`src/rtl/conv_stream_controller.sv`:
```
// conv_stream_controller: sequencer streaming a zero-padded multi-channel image through a KxK filter datapath
module conv_stream_controller #(
  parameter int ADDR_WIDTH   = 18,
  parameter int KERNEL_SIZE  = 3,
  parameter int IMAGE_WIDTH  = 480,
  parameter int IMAGE_HEIGHT = 360,
  parameter int CHANNELS     = 1,
  parameter int MEM_LATENCY  = 1,
  localparam int CH_W = CHANNELS > 1 ? $clog2(CHANNELS) : 1
) (
  input  logic                  i_clk,
  input  logic                  i_nrst,
  input  logic                  i_start_pulse,
  input  logic                  i_abort,
  input  logic                  i_out_ready,
  output logic                  o_busy,
  output logic                  o_finish_pulse,
  output logic [ADDR_WIDTH-1:0] o_mem_addr,
  output logic                  o_mem_ren,
  output logic                  o_load_pixel,
  output logic                  o_init,
  output logic                  o_filter_en,
  output logic                  o_shift,
  output logic                  o_filtered_wstb,
  output logic [ADDR_WIDTH-1:0] o_filtered_addr,
  output logic [CH_W-1:0]       o_channel
);
  localparam logic [2:0] IDLE = 3'd0, INIT_BUF = 3'd1, WAIT = 3'd2, FILTER = 3'd3,
                         SHIFT = 3'd4, LOAD_ROW = 3'd5, NEXT_CH = 3'd6, DONE = 3'd7;
  localparam int ZP_W = IMAGE_WIDTH + KERNEL_SIZE - 1;
  localparam int CW = $clog2(KERNEL_SIZE * ZP_W + 1);
  localparam int RW = IMAGE_HEIGHT > 1 ? $clog2(IMAGE_HEIGHT) : 1;
  localparam logic [CW-1:0] INIT_LAST = CW'(KERNEL_SIZE * ZP_W - 1);
  localparam logic [CW-1:0] ROW_LAST  = CW'(ZP_W - 1);
  localparam logic [CW-1:0] COL_LAST  = CW'(IMAGE_WIDTH - 1);
  localparam logic [CW-1:0] WAIT_LAST = CW'(MEM_LATENCY - 1);
  localparam logic [RW-1:0] ROW_MAX   = RW'(IMAGE_HEIGHT - 1);
  localparam logic [CH_W-1:0] CH_LAST = CH_W'(CHANNELS - 1);
  logic [2:0] state;
  logic [CW-1:0] cnt;
  logic [RW-1:0] row;
  logic [MEM_LATENCY-1:0] dly;
  logic rd_last;
  always_comb begin
    o_busy          = state != IDLE;
    o_finish_pulse  = state == DONE;
    o_mem_ren       = state == INIT_BUF || state == LOAD_ROW;
    o_load_pixel    = dly[MEM_LATENCY-1];
    o_init          = (state == IDLE && i_nrst && i_start_pulse && !i_abort) || state == NEXT_CH;
    o_filter_en     = state == FILTER && i_out_ready;
    o_filtered_wstb = o_filter_en;
    o_shift         = state == SHIFT;
    rd_last         = cnt == (state == INIT_BUF ? INIT_LAST : ROW_LAST);
  end
  always_ff @(posedge i_clk) begin
    if (!i_nrst) begin
      state           <= IDLE;
      cnt             <= '0;
      row             <= '0;
      dly             <= '0;
      o_channel       <= '0;
      o_mem_addr      <= '0;
      o_filtered_addr <= '0;
    end else begin
      // flushing on abort keeps already-issued reads from surfacing as loads
      dly <= i_abort ? '0 : MEM_LATENCY'({dly, o_mem_ren});
      if (i_abort) state <= IDLE;
      else case (state)
        IDLE: if (i_start_pulse) begin
          state           <= INIT_BUF;
          cnt             <= '0;
          row             <= '0;
          o_channel       <= '0;
          o_mem_addr      <= '0;
          o_filtered_addr <= '0;
        end
        INIT_BUF, LOAD_ROW: begin
          o_mem_addr <= o_mem_addr + ADDR_WIDTH'(1);
          cnt        <= rd_last ? '0 : cnt + CW'(1);
          state      <= rd_last ? WAIT : state;
        end
        WAIT: begin
          cnt   <= cnt == WAIT_LAST ? '0 : cnt + CW'(1);
          state <= cnt == WAIT_LAST ? FILTER : WAIT;
        end
        FILTER: if (i_out_ready) begin
          o_filtered_addr <= o_filtered_addr + ADDR_WIDTH'(1);
          cnt             <= cnt == COL_LAST ? '0 : cnt + CW'(1);
          if (cnt == COL_LAST) begin
            row   <= row != ROW_MAX ? row + RW'(1) : row;
            state <= row != ROW_MAX ? SHIFT : o_channel != CH_LAST ? NEXT_CH : DONE;
          end
        end
        SHIFT: state <= LOAD_ROW;
        NEXT_CH: begin
          o_channel <= o_channel + CH_W'(1);
          row       <= '0;
          state     <= INIT_BUF;
        end
        default: state <= IDLE;
      endcase
    end
  end
endmodule
```
`config.mk`:
```
export PLATFORM = sky130hd
export DESIGN_NAME = conv_stream_controller
export DESIGN_NICKNAME = d
export VERILOG_FILES = /design/src/rtl/conv_stream_controller.sv
export SDC_FILE = /design/constraint.sdc
export NUM_CORES = 1
export LEC_CHECK = 0
export CAP_MARGIN = 10
export CORE_ASPECT_RATIO = 0.5
export CORE_MARGIN = 2
export CORE_UTILIZATION = 48
export DETAILED_ROUTE_END_ITERATION = 12
export PLACE_DENSITY_LB_ADDON = 0.2
export SYNTH_ARGS = -nofsm -noshare
export SYNTH_HDL_FRONTEND = slang
export SYNTH_SLANG_ARGS = --single-unit
```
`constraint.sdc`:
```
create_clock -name i_clk -period 1.8 [get_ports i_clk]
set_input_delay 0.27 -clock i_clk [delete_from_list [all_inputs] [get_ports i_clk]]
set_output_delay 0.27 -clock i_clk [all_outputs]
set_load 0.01 [all_outputs]
```
==> results of run 1 <==
synthesized netlist by cell type (2+ instances only):
master | instances | area share [%]
dfxtp_1 | 61 | 39
nor2_1 | 57 | 6.8
nand2_1 | 29 | 3.5
nand3_1 | 26 | 4.1
a21oi_1 | 22 | 3.5
xor2_1 | 19 | 5.3
xnor2_1 | 15 | 4.2
inv_1 | 12 | 1.4
and3_1 | 11 | 2.2
clkbuf_1 | 9 | 1.1
o21ai_0 | 9 | 1.4
or3_1 | 9 | 1.8
nand4_1 | 8 | 1.6
nor3_1 | 8 | 1.3
o21ai_1 | 7 | 1.1
a31oi_1 | 6 | 1.2
ha_1 | 6 | 2.4
nand3b_1 | 5 | 1.2
and2_1 | 4 | 0.80
and4_1 | 4 | 1.1
buf_2 | 3 | 0.48
buf_4 | 3 | 0.72
nor2b_1 | 3 | 0.60
nor3b_1 | 3 | 0.72
nor4_1 | 3 | 0.60
nor4_2 | 3 | 1.2
a21oi_2 | 2 | 0.56
a32oi_1 | 2 | 0.56
nand2b_1 | 2 | 0.40
nor3_2 | 2 | 0.64
nor4b_1 | 2 | 0.56
nor4bb_1 | 2 | 0.64
o211ai_1 | 2 | 0.48
or3b_1 | 2 | 0.56
registers in the layout (all words and copies together) (netlist names):
register	cells
o_channel	1
o_filtered_addr	18
o_mem_addr	18
cnt	11
state	3
o_load_pixel	1
row	9
power groups by stage:
stage	Sequential (W)	Combinational (W)	Clock [W]
CTS	0.00136	0.000250	0.00199
detailed placement	0.00139	0.000228	0
floorplan	0.00139	0.000101	0
global placement	0.00139	0.000221	0
finish	0.00136	0.000274	0.00198
global route	0.00136	0.000289	0.00205
kinds of logic after synthesis:
kind of cell	Yosys count	synth area share [%]
and+or+nand+nor	186	31.2
AOI/OAI and AO/OA	65	13.2
DFF	61	38.9
xor gates and xnor gates	34	9.49
buffers and inverters	28	4.07
adders and majority gates	6	2.39
muxes	2	0.678
cell usage in the layout, fill, tap and decap left out, types with 6 or more instances in the layout:
master,n
ha_1,6
nand3_1,20
xor2_1,18
nor2_1,56
dfxtp_1,52
a21oi_1,15
buf_4,62
a31oi_1,6
nand3_2,7
nand4_1,8
clkbuf_16,9
xnor2_1,14
inv_1,11
and3_1,11
o21ai_1,9
clkdlybuf4s50_1,41
a21oi_2,7
nand2_1,24
buf_6,13
dfxtp_2,7
metrics by stage:
| stage | hold WS (ns) | setup slack, ns | cells | power, W |
|---|---|---|---|---|
| after floorplan | 0.451 | -0.0256 | 382 | 0.00149 |
| after global placement | 0.488 | -0.421 | 575 | 0.00161 |
| after detailed placement | 0.499 | -0.492 | 575 | 0.00161 |
| after CTS | 0.507 | -0.0580 | 595 | 0.00360 |
| after global routing | 0.513 | -0.241 | 599 | 0.00369 |
| final | 0.496 | -0.181 | 599 | 0.00361 |
routing by layer:
layer	part of all wire, %	vias up	GRT usage (%)
met5	0	-	0
met4	1.9	0	9.98
met3	5.6	25	6.57
met2	52	121	50.3
met1	41	1640	29.9
li1	-	1610	-
worst reg2reg max path, stage by stage (launching register included):
cell     delay, ns
dfxtp_2       0.32
or4b_4        0.55
nor3_4        0.25
a21oi_4       0.12
buf_6         0.16
nor4_4        0.25
xnor2_1       0.15
nor2_1        0.06
final cells by class:
cell class	count	area (sq um)	area share, %
multi-input cells	294	2140	42.5
flip-flops and latches	61	1240	24.6
repair buffers	128	1160	23.1
clock buffers	10	229	4.55
clock inverters	6	111	2.21
well taps	88	110	2.19
inverters	12	45.0	0.894
timing repair:
| action | in CTS | in global routing |
|---|---|---|
| buffers inserted | 2 | 4 |
| cloned | 2 | 0 |
| setup endpoints to repair | 42 | 41 |
| pin swaps | 19 | 32 |
| gates resized for setup | 50 | 53 |
how the worst max path moves through the flow:
stage                   from                 end  slack [ns]  cells after the start
2_1_floorplan       state[0]              row[8]       -0.03                      7
3_3_place_gp   i_start_pulse  o_filtered_addr[8]       -0.42                      7
3_5_place_dp   i_start_pulse  o_filtered_addr[6]       -0.49                      7
4_1_cts               cnt[5]              row[7]       -0.06                      7
5_1_grt               cnt[5]              row[5]       -0.24                      7
6_report              cnt[5]              row[5]       -0.18                      7
==> results.txt, run 1 <==
status: finished, violations left
failing checks: setup timing
Nets: 517
crit path DAT: 2.20 ns
DRT antenna net count: 0
cts hold-fix bufs: 0
Worst Max-Slew Pin Slew: 0.474 ns
wirelength, routed: 10.2 mm
final worst path period need: 1.98 ns
first-pass GRT wire length: 15.0 mm
Achievable Freq: 505 MHz
DRT iter0 DRCs: 282
Final Setup Violations: 27
standard-cell rows: 20
cell area after layout: 5040 sq um
crit-path cells: or4b_4, nor3_4, a21oi_4, buf_6, nor4_4, xnor2_1, nor2_1
Critical Path Fanout Max: 4
slowest stage delay, CP: 0.55 ns
I/O pin total: 50
Leak: 1.89 nW
switch share: 21.6%
starting density of the core: 50.7%
clock skew: 0.00569 ns
vias in the first global route: 3252
HPWL Detailed: 6.12 mm
ys async rst share: 0%
syn nets: 393
pwr/cell area: 716 nW/um^2
Die H: 61.2 um
sequential share of power: 37.6%
WP data required: 2.02 ns
RSZ-0062 raised after global routing: yes
R2R depth: 7
internal power: 0.00283 W
Final WS setup: -0.181 ns
crit path kind: reg -> reg
Die ar.: 7240 sq um
antenna violations before repair: 0
Worst Min Path Start: row[1]
Peak VDD IR: 0.463 mV
die width: 118 um
Crit-path slowest cell: or4b_4
global-route usage over all layers: 26.4%
CTS Root Cell: clkbuf_16
Hold Fails Final Rpt: 0
EDFF count, synth: 0
grt ovf: 0
R2R Setup Slk: -0.18 ns
Pre-Repair DR Iteration Count: 5
share of cells above drive strength 1: 32.5%
Post-Synthesis Cell Area: 3140 sq um
Final Core Density: 81.5%
CTS tree: built
NetSw: 0.000779 W
Via density: 5.67
PortBufs: 49
Placer Congestion: 0.904
Logic pwr share: 7.6%
CTS Sinks: 61
H-tree depth: 3
largest net degree at the start of global routing: 33
clock latency at the later pin of the worst-skew pair: 0.33 ns
Clock Pin Slew Worst Setup and Hold Paths: 0.05 ns
post-synth cell types: 55
Clk pwr share: 54.8%
placed cell areas: 4300 sq um
sequential share of the synthesized area: 38.9%
worst r2r dst: row[5]
Buf+Inv Stages, Crit Path: 1
Mapped Cells: 382
post-route DRC violation count: 0
via count: 3396
P&R area growth vs syn: 60.6%
ys flop type: dfxtp_1
Final Slew Violations: 0
CTS buffer count: 9
CP Launch Type: flop
hold endpoint: row[1]
clk buf depth: 2
YS warnings: 0
Routed WL per cell: 17.0 um
Max-Cap Viols: 0
Top delay family on crit path: simple AND/OR/NAND/NOR gates
Seq cells post-synth: 61
area of the core: 6180 sq um
Syn Area/Cell: 8.21 sq um
fillers: 362
hold path depth: 2
reg2reg start: cnt[5]
fin crit share: 110%
Hold Path Class: reg -> reg
ant diodes: 0
relative slew slack: 67.6%
TNS Setup: -2.44 ns
Setup crit end kind: flop
(Power assumes the default switching activity.)
==> run 2: changes to the inputs <==
- ABC_AREA: unset -> 1
- CORE_UTILIZATION: 48 -> 30
==> results.txt, run 2 <==
status: completed (was finished, violations left)
crit-path cells: clkdlybuf4s50_1 (was or4b_4, nor3_4, a21oi_4, buf_6, nor4_4, xnor2_1, nor2_1)
Critical Path Fanout Max: 8 (was 4)
pwr/cell area: 713 nW/um^2 (was 716 nW/um^2)
Die H: 82.2 um (was 61.2 um)
commonest non-fill, non-tap cells in the layout: 150 x nand2_1, 88 x nor2_1, 71 x inv_1 (was 62 x buf_4, 56 x nor2_1, 52 x dfxtp_1)
RSZ-0062 raised after global routing: yes (unchanged)
CP Launch Type: flop (unchanged)
YS warnings: 0 (unchanged)
Die ar.: 13200 sq um (was 7240 sq um)
slowest stage delay, CP: 0.60 ns (was 0.55 ns)
Via density: 4.56 (was 5.67)
Placer Congestion: 0.819 (was 0.904)
fin crit share: 94.2% (was 110%)
Syn Area/Cell: 6.25 sq um (was 8.21 sq um)
Synth area leaders: dfxtp_1 33%, nand2_1 15%, nor2_1 9.0% (was dfxtp_1 39%, nor2_1 6.8%, xor2_1 5.3%)
DRT antenna net count: 0 (unchanged)
Pre-Repair DR Iteration Count: 4 (was 5)
Peak VDD IR: 0.307 mV (was 0.463 mV)
post-route DRC violation count: 0 (unchanged)
Clock Pin Slew Worst Setup and Hold Paths: 0.05 ns (about the same)
clk buf depth: 2 (unchanged)
crit path kind: reg -> out (was reg -> reg)
pre-CTS WS: -0.273 ns (was -0.492 ns)
synth cell count leaders: 151 x nand2_1, 88 x nor2_1, 71 x inv_1 (was 61 x dfxtp_1, 57 x nor2_1, 29 x nand2_1)
standard-cell rows: 28 (was 20)
Final WS setup: 0.104 ns (was -0.181 ns)
wirelength, routed: 9.78 mm (was 10.2 mm)
Seq cells post-synth: 61 (unchanged)
Nets: 689 (was 517)
Placed Cells: 831 (was 575)
Hold Fails Final Rpt: 0 (unchanged)
Hold Path Class: reg -> reg (unchanged)
Achievable Freq: 590 MHz (was 505 MHz)
Post-Synthesis Cell Area: 3670 sq um (was 3140 sq um)
sequential share of the synthesized area: 33.3% (was 38.9%)
share of cells above drive strength 1: 12.8% (was 32.5%)
H-tree depth: 3 (unchanged)
I/O pin total: 50 (unchanged)
syn nets: 598 (was 393)
commonest non-fill, non-tap cell in the layout: nand2_1 (was buf_4)
CTS tree: built (unchanged)
CTS Sinks: 61 (unchanged)
TNS Setup: 0 ns (was -2.44 ns)
cts hold-fix bufs: 0 (unchanged)
EDFF count, synth: 0 (unchanged)
post-synth cell types: 32 (was 55)
starting density of the core: 30.9% (was 50.7%)
crit path DAT: 1.43 ns (was 2.20 ns)
Max-Cap Viols: 0 (unchanged)
die width: 160 um (was 118 um)
HPWL Detailed: 7.24 mm (was 6.12 mm)
R2R Setup Slk: 0.16 ns (was -0.18 ns)
count leader, synth: nand2_1 (was dfxtp_1)
first-pass GRT wire length: 16.6 mm (was 15.0 mm)
Top delay family on crit path: buffers and inverters (was simple AND/OR/NAND/NOR gates)
Worst Max-Slew Pin Slew: 0.333 ns (was 0.474 ns)
CTS Root Cell: clkbuf_16 (unchanged)
clock skew: 0.00890 ns (was 0.00569 ns)
via count: 3860 (was 3396)
antenna violations before repair: 0 (unchanged)
Final Slew Violations: 0 (unchanged)
Final Setup Violations: 0 (was 27)
post-synth top area share: 33.3% (was 38.9%)
fillers: 1272 (was 362)
global-route usage over all layers: 15.5% (was 26.4%)
relative slew slack: 77.8% (was 67.6%)
DRT iter0 DRCs: 182 (was 282)
PortBufs: 49 (unchanged)
WP data required: 1.53 ns (was 2.02 ns)
CTS buffer count: 9 (unchanged)
Mapped Cells: 587 (was 382)
area of the core: 11900 sq um (was 6180 sq um)
vias in the first global route: 3515 (was 3252)
Leak: 2.02 nW (was 1.89 nW)
Buf+Inv Stages, Crit Path: 1 (unchanged)
Crit-path slowest cell: clkdlybuf4s50_1 (was or4b_4)
Routed WL per cell: 11.5 um (was 17.0 um)
ant diodes: 0 (unchanged)
final worst path period need: 1.70 ns (was 1.98 ns)
clock latency at the later pin of the worst-skew pair: 0.33 ns (about the same)
ys async rst share: 0% (unchanged)
placed cell areas: 4610 sq um (was 4300 sq um)
Setup crit end kind: output pin (was flop)
biggest registers after layout: o_filtered_addr x18, o_mem_addr x18, cnt x11 (unchanged)
ys flop type: dfxtp_1 (unchanged)
cell area after layout: 4960 sq um (was 5040 sq um)
P&R area growth vs syn: 35.2% (was 60.6%)
largest area contributor in the synthesized netlist: dfxtp_1 (unchanged)
largest net degree at the start of global routing: 28 (was 33)
grt ovf: 0 (unchanged)
final cell count without fillers: 847 (was 599)
==> run 2: cell types whose count changed after synthesis, moves of 14 or more <==
cell | previous run | this run
xnor2_1 | 15 | 0
xor2_1 | 19 | 5
nor2_1 | 57 | 88
nand4_1 | 8 | 23
nand3_1 | 26 | 55
inv_1 | 12 | 71
nand2_1 | 29 | 151
a21oi_1 | 22 | 46
==> run 2: logic make-up (layout without fill, tap and decap cells) <==
family	after synthesis	count (layout)	share of synthesized area (%)
adders and majority gates	6	6	2.05
DFF	61	61	33.3
and+or+nand+nor	351	351	42.6
buffers and inverters	89	184	9.72
xor gates and xnor gates	5	5	1.19
AOI/OAI and AO/OA	75	75	11.2
==> run 2: final cells by class <==
type | count | area [sq um] | share of cell area (%)
tap | 165 | 206 | 4.16
sequential | 61 | 1230 | 24.7
multi-input combinational | 437 | 2110 | 42.6
timing repair buffer | 91 | 805 | 16.2
inverter | 78 | 293 | 5.91
clock inverter | 4 | 72.6 | 1.46
clock buffer | 11 | 243 | 4.90
==> run 2: repair_timing <==
item	CTS	global route
pin swaps	0	2
endpoints found under the setup margin	6	18
resized for setup	8	11
endpoints found under the hold margin	0	0
cloned	0	0
setup buffers	1	0
==> run 2: per-stage QoR <==
stage          hold WS (ns)  util, %  power, W
4_1_cts               0.489     41.5   0.00359
3_3_place_gp          0.460     38.8   0.00172
6_report              0.483     41.7   0.00354
5_1_grt               0.512     41.7   0.00368
2_1_floorplan         0.450        -   0.00158
3_5_place_dp          0.475     38.8   0.00172
==> run 2: power by group <==
part | internal [W] | switching [W] | leakage (nW)
Clock | 0.00124 | 0.000607 | 0.152
Sequential | 0.00136 | 0.0000104 | 0.494
Combinational | 0.000126 | 0.000193 | 1.37
Total | 0.00273 | 0.000810 | 2.02
==> run 2: worst paths after layout <==
kind                                          from  cells after the start                  to
worst max-delay path            o_filtered_addr[9]                      1  o_filtered_addr[9]
worst min-delay path            o_filtered_addr[0]                      1  o_filtered_addr[0]
worst max register to register              cnt[1]                      8              cnt[0]
worst min register to register  o_filtered_addr[0]                      1  o_filtered_addr[0]
==> run 2: metal layers <==
metal / routed length (um) / global-route usage [%] / vias to the layer above
met5: 0 / 0 / -
met4: 46 / 2.97 / 0
met3: 396 / 4.20 / 5
met2: 4270 / 26.3 / 78
met1: 5070 / 20.3 / 1690
li1: - / - / 2087
